$ cat src/rtl/alu_ac_unit_if.sv
// Strobe/data bundle between control_unit and the accumulator/ALU stage.
// The master drives operands and strobes; the slave returns AC, the register
// read port, the combinational ALU result and the registered flags.
interface alu_ac_unit_if;
  logic [15:0] bus_in;
  logic        b_from_bus;
  logic [3:0]  alu_sel;
  logic [3:0]  reg_sel;
  logic [3:0]  reg_write_sel;
  logic        reg_we;
  logic        AC_Load;
  logic        AC_Inc;
  logic        FLAGS_Load;
  logic [15:0] ac_out;
  logic [15:0] reg_out;
  logic [15:0] alu_out;
  logic [3:0]  FLAGS_Value;

  modport master (
    output bus_in, b_from_bus, alu_sel, reg_sel, reg_write_sel,
           reg_we, AC_Load, AC_Inc, FLAGS_Load,
    input  ac_out, reg_out, alu_out, FLAGS_Value
  );

  modport slave (
    input  bus_in, b_from_bus, alu_sel, reg_sel, reg_write_sel,
           reg_we, AC_Load, AC_Inc, FLAGS_Load,
    output ac_out, reg_out, alu_out, FLAGS_Value
  );
endinterface

$ cat src/rtl/alu_ac_unit.sv
// Execution stage: accumulator, 16x16 register file, 4-bit FLAGS and a
// purely combinational ALU whose operand A is always the pre-edge AC.
// FLAGS layout: [3]=Z, [2]=C, [1]=N, [0]=V.
module alu_ac_unit (
  input  logic         clk,
  input  logic         rst,
  alu_ac_unit_if.slave bus
);

  logic [15:0] ac_reg;
  logic [3:0]  flags_reg;
  logic [15:0] rf_reg [16];

  logic [15:0] op_a;
  logic [15:0] op_b;
  logic [16:0] wide;
  logic [15:0] result;
  logic        carry;
  logic        ovf;
  logic [3:0]  flags_next;

  assign op_a = ac_reg;
  assign op_b = bus.b_from_bus ? bus.bus_in : rf_reg[bus.reg_sel];

  // ALU: 17-bit arithmetic, carry/overflow only meaningful for add/sub/shift
  always_comb begin
    wide   = '0;
    result = '0;
    carry  = 1'b0;
    ovf    = 1'b0;
    case (bus.alu_sel)
      4'h0: begin
        wide   = {1'b0, op_a} + {1'b0, op_b};
        result = wide[15:0];
        carry  = wide[16];
        ovf    = (op_a[15] == op_b[15]) && (result[15] != op_a[15]);
      end
      4'h1: begin
        wide   = {1'b0, op_a} - {1'b0, op_b};
        result = wide[15:0];
        // Carry means "no borrow", i.e. A >= B unsigned.
        carry  = ~wide[16];
        ovf    = (op_a[15] != op_b[15]) && (result[15] != op_a[15]);
      end
      4'h2: result = op_a & op_b;
      4'h3: result = op_a | op_b;
      4'h4: result = op_a ^ op_b;
      4'h5: result = ~op_a;
      4'h6: begin
        result = {op_a[14:0], 1'b0};
        carry  = op_a[15];
      end
      4'h7: begin
        result = {1'b0, op_a[15:1]};
        carry  = op_a[0];
      end
      4'h8: result = op_b;
      default: result = op_a;
    endcase
  end

  assign flags_next = {(result == 16'h0000), carry, result[15], ovf};

  // Accumulator and flags: reset, then load, then increment, then hold
  always_ff @(posedge clk) begin
    if (rst) begin
      ac_reg    <= '0;
      flags_reg <= '0;
    end else begin
      if (bus.AC_Load) begin
        ac_reg <= result;
      end else if (bus.AC_Inc) begin
        ac_reg <= ac_reg + 16'h0001;
      end
      if (bus.FLAGS_Load) begin
        flags_reg <= flags_next;
      end
    end
  end

  // Register file write; reads see the old contents until the next cycle
  always_ff @(posedge clk) begin
    if (rst) begin
      for (int i = 0; i < 16; i++) begin
        rf_reg[i] <= '0;
      end
    end else if (bus.reg_we) begin
      rf_reg[bus.reg_write_sel] <= result;
    end
  end

  assign bus.ac_out      = ac_reg;
  assign bus.reg_out     = rf_reg[bus.reg_sel];
  assign bus.alu_out     = result;
  assign bus.FLAGS_Value = flags_reg;

endmodule
$ cat src/flat_wrapper.sv
// flat-port wrapper written by rule: the top's interface ports become plain ports
module alu_ac_unit_flat 
  (clk, rst, bus_bus_in, bus_b_from_bus, bus_alu_sel, bus_reg_sel, bus_reg_write_sel, bus_reg_we, bus_AC_Load, bus_AC_Inc, bus_FLAGS_Load, bus_ac_out, bus_reg_out, bus_alu_out, bus_FLAGS_Value);
  alu_ac_unit_if bus_i ();
  input  logic clk;
  input  logic rst;
  input wire logic [$bits(bus_i.bus_in)-1:0] bus_bus_in;
  input wire logic [$bits(bus_i.b_from_bus)-1:0] bus_b_from_bus;
  input wire logic [$bits(bus_i.alu_sel)-1:0] bus_alu_sel;
  input wire logic [$bits(bus_i.reg_sel)-1:0] bus_reg_sel;
  input wire logic [$bits(bus_i.reg_write_sel)-1:0] bus_reg_write_sel;
  input wire logic [$bits(bus_i.reg_we)-1:0] bus_reg_we;
  input wire logic [$bits(bus_i.AC_Load)-1:0] bus_AC_Load;
  input wire logic [$bits(bus_i.AC_Inc)-1:0] bus_AC_Inc;
  input wire logic [$bits(bus_i.FLAGS_Load)-1:0] bus_FLAGS_Load;
  output wire logic [$bits(bus_i.ac_out)-1:0] bus_ac_out;
  output wire logic [$bits(bus_i.reg_out)-1:0] bus_reg_out;
  output wire logic [$bits(bus_i.alu_out)-1:0] bus_alu_out;
  output wire logic [$bits(bus_i.FLAGS_Value)-1:0] bus_FLAGS_Value;
  assign bus_i.bus_in = bus_bus_in;
  assign bus_i.b_from_bus = bus_b_from_bus;
  assign bus_i.alu_sel = bus_alu_sel;
  assign bus_i.reg_sel = bus_reg_sel;
  assign bus_i.reg_write_sel = bus_reg_write_sel;
  assign bus_i.reg_we = bus_reg_we;
  assign bus_i.AC_Load = bus_AC_Load;
  assign bus_i.AC_Inc = bus_AC_Inc;
  assign bus_i.FLAGS_Load = bus_FLAGS_Load;
  assign bus_ac_out = bus_i.ac_out;
  assign bus_reg_out = bus_i.reg_out;
  assign bus_alu_out = bus_i.alu_out;
  assign bus_FLAGS_Value = bus_i.FLAGS_Value;
  alu_ac_unit u_core (.clk(clk), .rst(rst), .bus(bus_i));
endmodule
$ cat config.mk
export PLATFORM = sky130hd
export DESIGN_NAME = alu_ac_unit_flat
export DESIGN_NICKNAME = d
export VERILOG_FILES = /design/src/rtl/alu_ac_unit_if.sv /design/src/rtl/alu_ac_unit.sv /design/src/flat_wrapper.sv
export SDC_FILE = /design/constraint.sdc
export NUM_CORES = 1
export LEC_CHECK = 0
export BUFFER_PORTS_ARGS = -buffer_cell sky130_fd_sc_hd__buf_2
export CAP_MARGIN = 10
export CORE_MARGIN = 2
export CORE_UTILIZATION = 50
export CTS_CLUSTER_SIZE = 30
export DETAILED_ROUTE_END_ITERATION = 6
export HOLD_SLACK_MARGIN = 0.02
export PLACE_DENSITY = 0.7
export SYNTH_ARGS = -nofsm -noshare
export SYNTH_HDL_FRONTEND = slang
export SYNTH_SLANG_ARGS = --single-unit
export TNS_END_PERCENT = 50
$ cat constraint.sdc
create_clock -name clk -period 11.4 [get_ports clk]
set_input_delay 1.14 -clock clk [delete_from_list [all_inputs] [get_ports clk]]
set_output_delay 1.14 -clock clk [all_outputs]
set_load 0.005 [all_outputs]
Yosys cells after proc, flatten, opt, wreduce, memory -nomap -nowiden
Memories as Yosys holds them, arrays and structs flattened.
Cells that the tools add are included.
{"block": "op_classes", "n_bitwise": 5, "n_reduce_logical": 6, "eq_ne": 12, "mux": 14, "add_sub_neg": 3}
{"op": "one-hot mux 16 bit (9 select lines)", "count": 1}
{"op": "two-way mux 16 bit", "count": 4}
{"op": "adder 16 x 16 -> 17 bit", "count": 1}
{"op": "subtractor 16 x 16 -> 17 bit", "count": 1}
{"op": "adder 16 x 1 -> 16 bit (second input constant)", "count": 1}
{"op": "bitwise AND 16 bit", "count": 1}
{"op": "== test 4 x 3 -> 1 bit (second input constant)", "count": 4}
{"op": "logical NOT 16 bit", "count": 1}
{"op": "NOT 16 bit", "count": 1}
{"op": "bitwise OR 16 bit", "count": 1}
{"op": "OR reduction 16 bit", "count": 1}
{"op": "bitwise XOR 16 bit", "count": 1}
{"op": "== test 4 x 2 -> 1 bit (second input constant)", "count": 2}
{"op": "two-way mux 1 bit", "count": 6}
{"op": "== test 4 x 1 -> 1 bit (second input constant)", "count": 1}
{"op": "== test 4 bit (second input constant)", "count": 1}
{"op": "logical NOT 4 bit", "count": 1}
{"op": "two-way mux 4 bit", "count": 1}
{"op": "one-hot mux 1 bit (4 select lines)", "count": 1}
{"op": "!= test 1 bit", "count": 3}
{"op": "logical AND 1 bit", "count": 2}
{"op": "one-hot mux 1 bit (2 select lines)", "count": 1}
{"op": "nonzero test 2 bit", "count": 1}
{"op": "== test 1 bit", "count": 1}
{"op": "NOT 1 bit", "count": 1}
{"block": "word_totals", "word_cells": 43, "ff_bits": 20, "out_inout_bits": 52, "ram_bits": 256, "mem_count": 1, "inputBits": 35}
{"name": "u_core.rf_reg", "depth": 16, "width": 16, "rd": 1, "rd_clocked_by_memory_dff": 0, "write_ports": 16, "line_no": "alu_ac_unit.sv:12", "text": "logic [15:0] rf_reg [16];"}

Logic depth before layout (Yosys ltp)
An unclocked memory read counts as a cell.
{"block": "logic_depth", "word_depth": 6, "mapped_depth": 23, "depth_no_buf": 19}

Worst setup path after synthesis
No wires, ideal clock.
{"block": "synth_path", "path_kind": "input to output", "from": "in bus_reg_sel[0]", "to": "out bus_alu_out[15]", "cell_stages": 20, "t_arrival_ps": 5155, "required_ps": 10260, "path_slack_ps": 5105, "path_buffers": 6, "path_cell_list": "buf_6 -> buf_8 -> buf_8 -> buf_6 -> mux4_2 -> a32oi_1 -> o21ai_1 -> mux2_2 -> inv_1 -> ha_1 -> clkbuf_1 -> nor4_1 -> or3_1 -> a31oi_1 -> o31ai_1 -> xnor2_1 -> and2_1 -> o32ai_2 -> inv_1 -> buf_4"}
{"block": "synth_via", "elab_chain_len": 4, "word_cells_on_any_way": 8, "classes_between": "add/sub (2); mux (2); bitwise (3); memory (1)"}
{"item": "start, declared", "line_no": "flat_wrapper.sv:10", "text": "input wire logic [$bits(bus_i.reg_sel)-1:0] bus_reg_sel;"}
{"item": "memory (16 x 16 bit) (*)"}
{"item": "via bus_reg_out[4]", "line_no": "flat_wrapper.sv:17", "text": "output wire logic [$bits(bus_i.reg_out)-1:0] bus_reg_out;"}
{"item": "two-way mux 16 bit (*)", "line_no": "alu_ac_unit.sv:23", "text": "assign op_b = bus.b_from_bus ? bus.bus_in : rf_reg[bus.reg_sel];"}
{"item": "subtractor 16 x 16 -> 17 bit or adder 16 x 16 -> 17 bit (tied branches)", "line_no": "alu_ac_unit.sv:39, alu_ac_unit.sv:33"}
{"item": "one-hot mux 16 bit (9 select lines) (*)", "line_no": "alu_ac_unit.sv:31", "text": "case (bus.alu_sel)"}
{"item": "end, declared", "line_no": "flat_wrapper.sv:18", "text": "output wire logic [$bits(bus_i.alu_out)-1:0] bus_alu_out;"}
The timed path passes the listed nets; every way through them passes the cells marked *.

Final worst setup path
{"block": "layout_path", "from": "in bus_reg_sel[0]", "to": "out bus_alu_out[14]"}
{"block": "layout_via", "elab_chain_len": 4, "word_cells_on_any_way": 8, "classes_between": "add/sub (2); mux (2); bitwise (3); memory (1)"}
{"item": "memory (16 x 16 bit) (*)"}
{"item": "two-way mux 16 bit (*)", "line_no": "alu_ac_unit.sv:23"}
{"item": "subtractor 16 x 16 -> 17 bit (tied with other cells)", "line_no": "alu_ac_unit.sv:39", "text": "wide = {1'b0, op_a} - {1'b0, op_b};"}
{"item": "one-hot mux 16 bit (9 select lines) (*)", "line_no": "alu_ac_unit.sv:31"}
Mark *: on every way between the ends. The rest lies on a longest branch, timed or not.

==> impl_metrics.tcl <==
set metrics [dict create \
    yosysSeqAreaShare_pct 51.54 \
    run_status "finished, final reports clean" \
    clk_pin_slew_ns 0.06 \
    netlist.area_leader.share_pct 48.99 \
    synth_area_sq_um 15690 \
    tightest_slew_ns 1.126 \
    synth_edf_count 256 \
    hold_class "register to register" \
    hold_buffers 0 \
    postCtsSetupRepairBufs 0 \
    cts_tree "done" \
    yosysWarningCount 0 \
    fmax_mhz 125.1 \
    nets 1524 \
    critPathLaunchType "input pin" \
    ys_types 85 \
    fp.dieH_um 181.2 \
    place_congestion 0.9581 \
    grt_max_degree 39 \
    via_per_inst 6.283 \
    rows 64 \
    maxCapViolations 0 \
    finalClockSkew_ns 0.01445 \
    setup_viol 0 \
    timing.final.crit_share_pct 70.11 \
    period_minus_slack_ns 7.993 \
    hold_viol 0 \
    cpMaxStageDelayCell "o32ai_4" \
    arrival_ns 6.85 \
    synth_top_area_cell "edfxtp_1" \
    cellLeakagePower_nw 6.563 \
    syn2layout_area_growth_pct 8.946 \
    layout-drive-gt1-share_pct 16.72 \
    grt_overflow_total 0 \
    syn_nets 1496 \
    wl_um 46440 \
    antennaDiodeCount 0 \
    grt_usage_pct 28.26 \
    critPathCaptureType "primary output" \
    grt_first_pass_wirelength_um 70330 \
    slowest_delay_ns 0.80 \
    finalSetupTns_ns 0 \
    grt_pass1_vias 11690 \
    wl_per_cell_um 25.11 \
    die-area_sq_um 32820 \
    async_reset_ff_share_pct 0 \
    path_buf_inv 4 \
    critPathMaxFanout 36 \
    port-buffer-count 86 \
    synth_cells 1407 \
    mostFrequentLayoutCells "nor2_1, edfxtp_1, buf_2" \
    worstPathCellList "buf_4 > buf_4 > mux4_2 > mux2i_1 > mux2i_1 > mux2i_1 > fa_1 > nand2b_1 > a221oi_1 > o211a_1 > nor3_1 > o21ai_0 > a21o_1 > xnor2_1 > nor2_1 > o32ai_4 > inv_2 > buf_2" \
    pin_count 87 \
    cts_buffers 26 \
    required_ns 10.26 \
    finalMaxSlewViolations 0 \
    dr.pass1.iters 6 \
    post-dp-hpwl_um 31290 \
    largest_register_ffs 256 \
    cts-root-buf "clkbuf_16" \
    via_count 11620 \
    holdWs_ns 0.4734 \
    crit_type "input pin to primary output" \
    h-tree-depth 1 \
    crit_family "compound AO/OA/AOI/OAI gates" \
    synth_area_leaders "edfxtp_1, mux4_2, nor2_1" \
    setup_ws_ns 3.407 \
    rsz0062_at_grt "false" \
    syn_avg_cell_area_sq_um 11.15 \
    clock_latency_ns 0.54 \
    crit_top_cell "mux2i_1" \
    ys_seq_elements 276 \
    place_ws_ns 3.479 \
    antenna_left 0 \
    antenna_found_initial 0 \
    synth_flop_cell "edfxtp_1" \
    drtIter0Drc 1373 \
    clockBufferDepth 3 \
    ir_drop_mv 0.1261 \
    p_total_mw 2.471 \
    final_common_cell "nor2_1" \
    cts_resized 0 \
    relSlewSlack_pct 24.95 \
    route.detailed.drc 0 \
    power.density_nw_per_um2 144.5 \
    coreArea_sq_um 30750 \
    start_util_pct 51.03 \
    die_x_um 181.2 \
    cts.sinks 276 \
]
tightest hold or removal path: cells and delay by family (launching register included):
kind,cells,cell delay (ns)
DFF,1,0.33
and+or+nand+nor,1,0.06
AOI/OAI and AO/OA,1,0.05
routing by layer:
layer  routed length, um  global-route usage [%]  vias to the layer above
met3                3682                   3.265                      112
met5                   0                       0                        -
met2               23060                   48.93                      616
met4                1676                   10.83                        0
met1               18020                   36.59                     5744
li1                    -                       -                     5146
where the power goes:
group	internal (mW)	switching, mW	total (mW)
Combinational	0.167	0.305	0.473
Sequential	1.15	0.0282	1.18
Clock	0.452	0.371	0.823
path summary, 6_finish.rpt:
path                        startpoint                        end  slack [ns]  cells after the start
max                     bus_reg_sel[0]            bus_alu_out[14]        3.41                     18
min          u_core.bus.FLAGS_Value[3]  u_core.bus.FLAGS_Value[3]        0.47                      2
max reg2reg        u_core.rf_reg[7][2]  u_core.bus.FLAGS_Value[3]        6.05                     17
min reg2reg  u_core.bus.FLAGS_Value[3]  u_core.bus.FLAGS_Value[3]        0.47                      2
through the flow:
| stage | instances | cell area (sq um) | util, % |
|---|---|---|---|
| floorplan | 1407 | 15690 | - |
| global placement | 1803 | 16300 | 53.01 |
| detailed placement | 1803 | 16300 | 53.01 |
| CTS | 1849 | 17100 | 55.60 |
| global route | 1849 | 17100 | 55.60 |
| finish | 1849 | 17100 | 55.60 |
cell usage after synthesis, types with 5 or more instances:
library cell  instances
nor2_1              337
edfxtp_1            256
clkbuf_1             77
nand2_1              71
inv_1                66
mux4_2               58
ha_1                 52
a21oi_1              45
mux2i_1              39
nand2b_1             31
o21ai_0              30
xnor2_1              26
a211oi_1             22
dfxtp_1              20
nand3_1              20
nor3_1               16
a221oi_1             14
buf_2                14
nor2b_1              14
nand4_1              10
o211ai_1             10
o22ai_1              10
and2_1                8
a31oi_1               7
buf_1                 7
mux2_2                7
o21ai_1               7
a22o_1                6
a22oi_1               6
or2_2                 6
a21o_1                5
buf_6                 5
kinds of logic after synthesis:
family	Yosys count	share of synthesized area [%]
xor+xnor	29	1.619
simple gates	537	14.81
compound gates	225	10.95
buf+inv	178	4.896
fa+ha+maj	54	4.401
flops	276	51.54
mux	108	11.78
layout make-up:
cell class,instances,area (sq um)
clock buffers,29,683.2
clock inverters,17,113.9
fillers,2632,13650
inverters,69,259.0
multi-input cells,953,6852
flip-flops and latches,276,8088
well taps,396,495.5
repair buffers,109,605.6
Note: power is estimated with default switching activity, not from simulation.
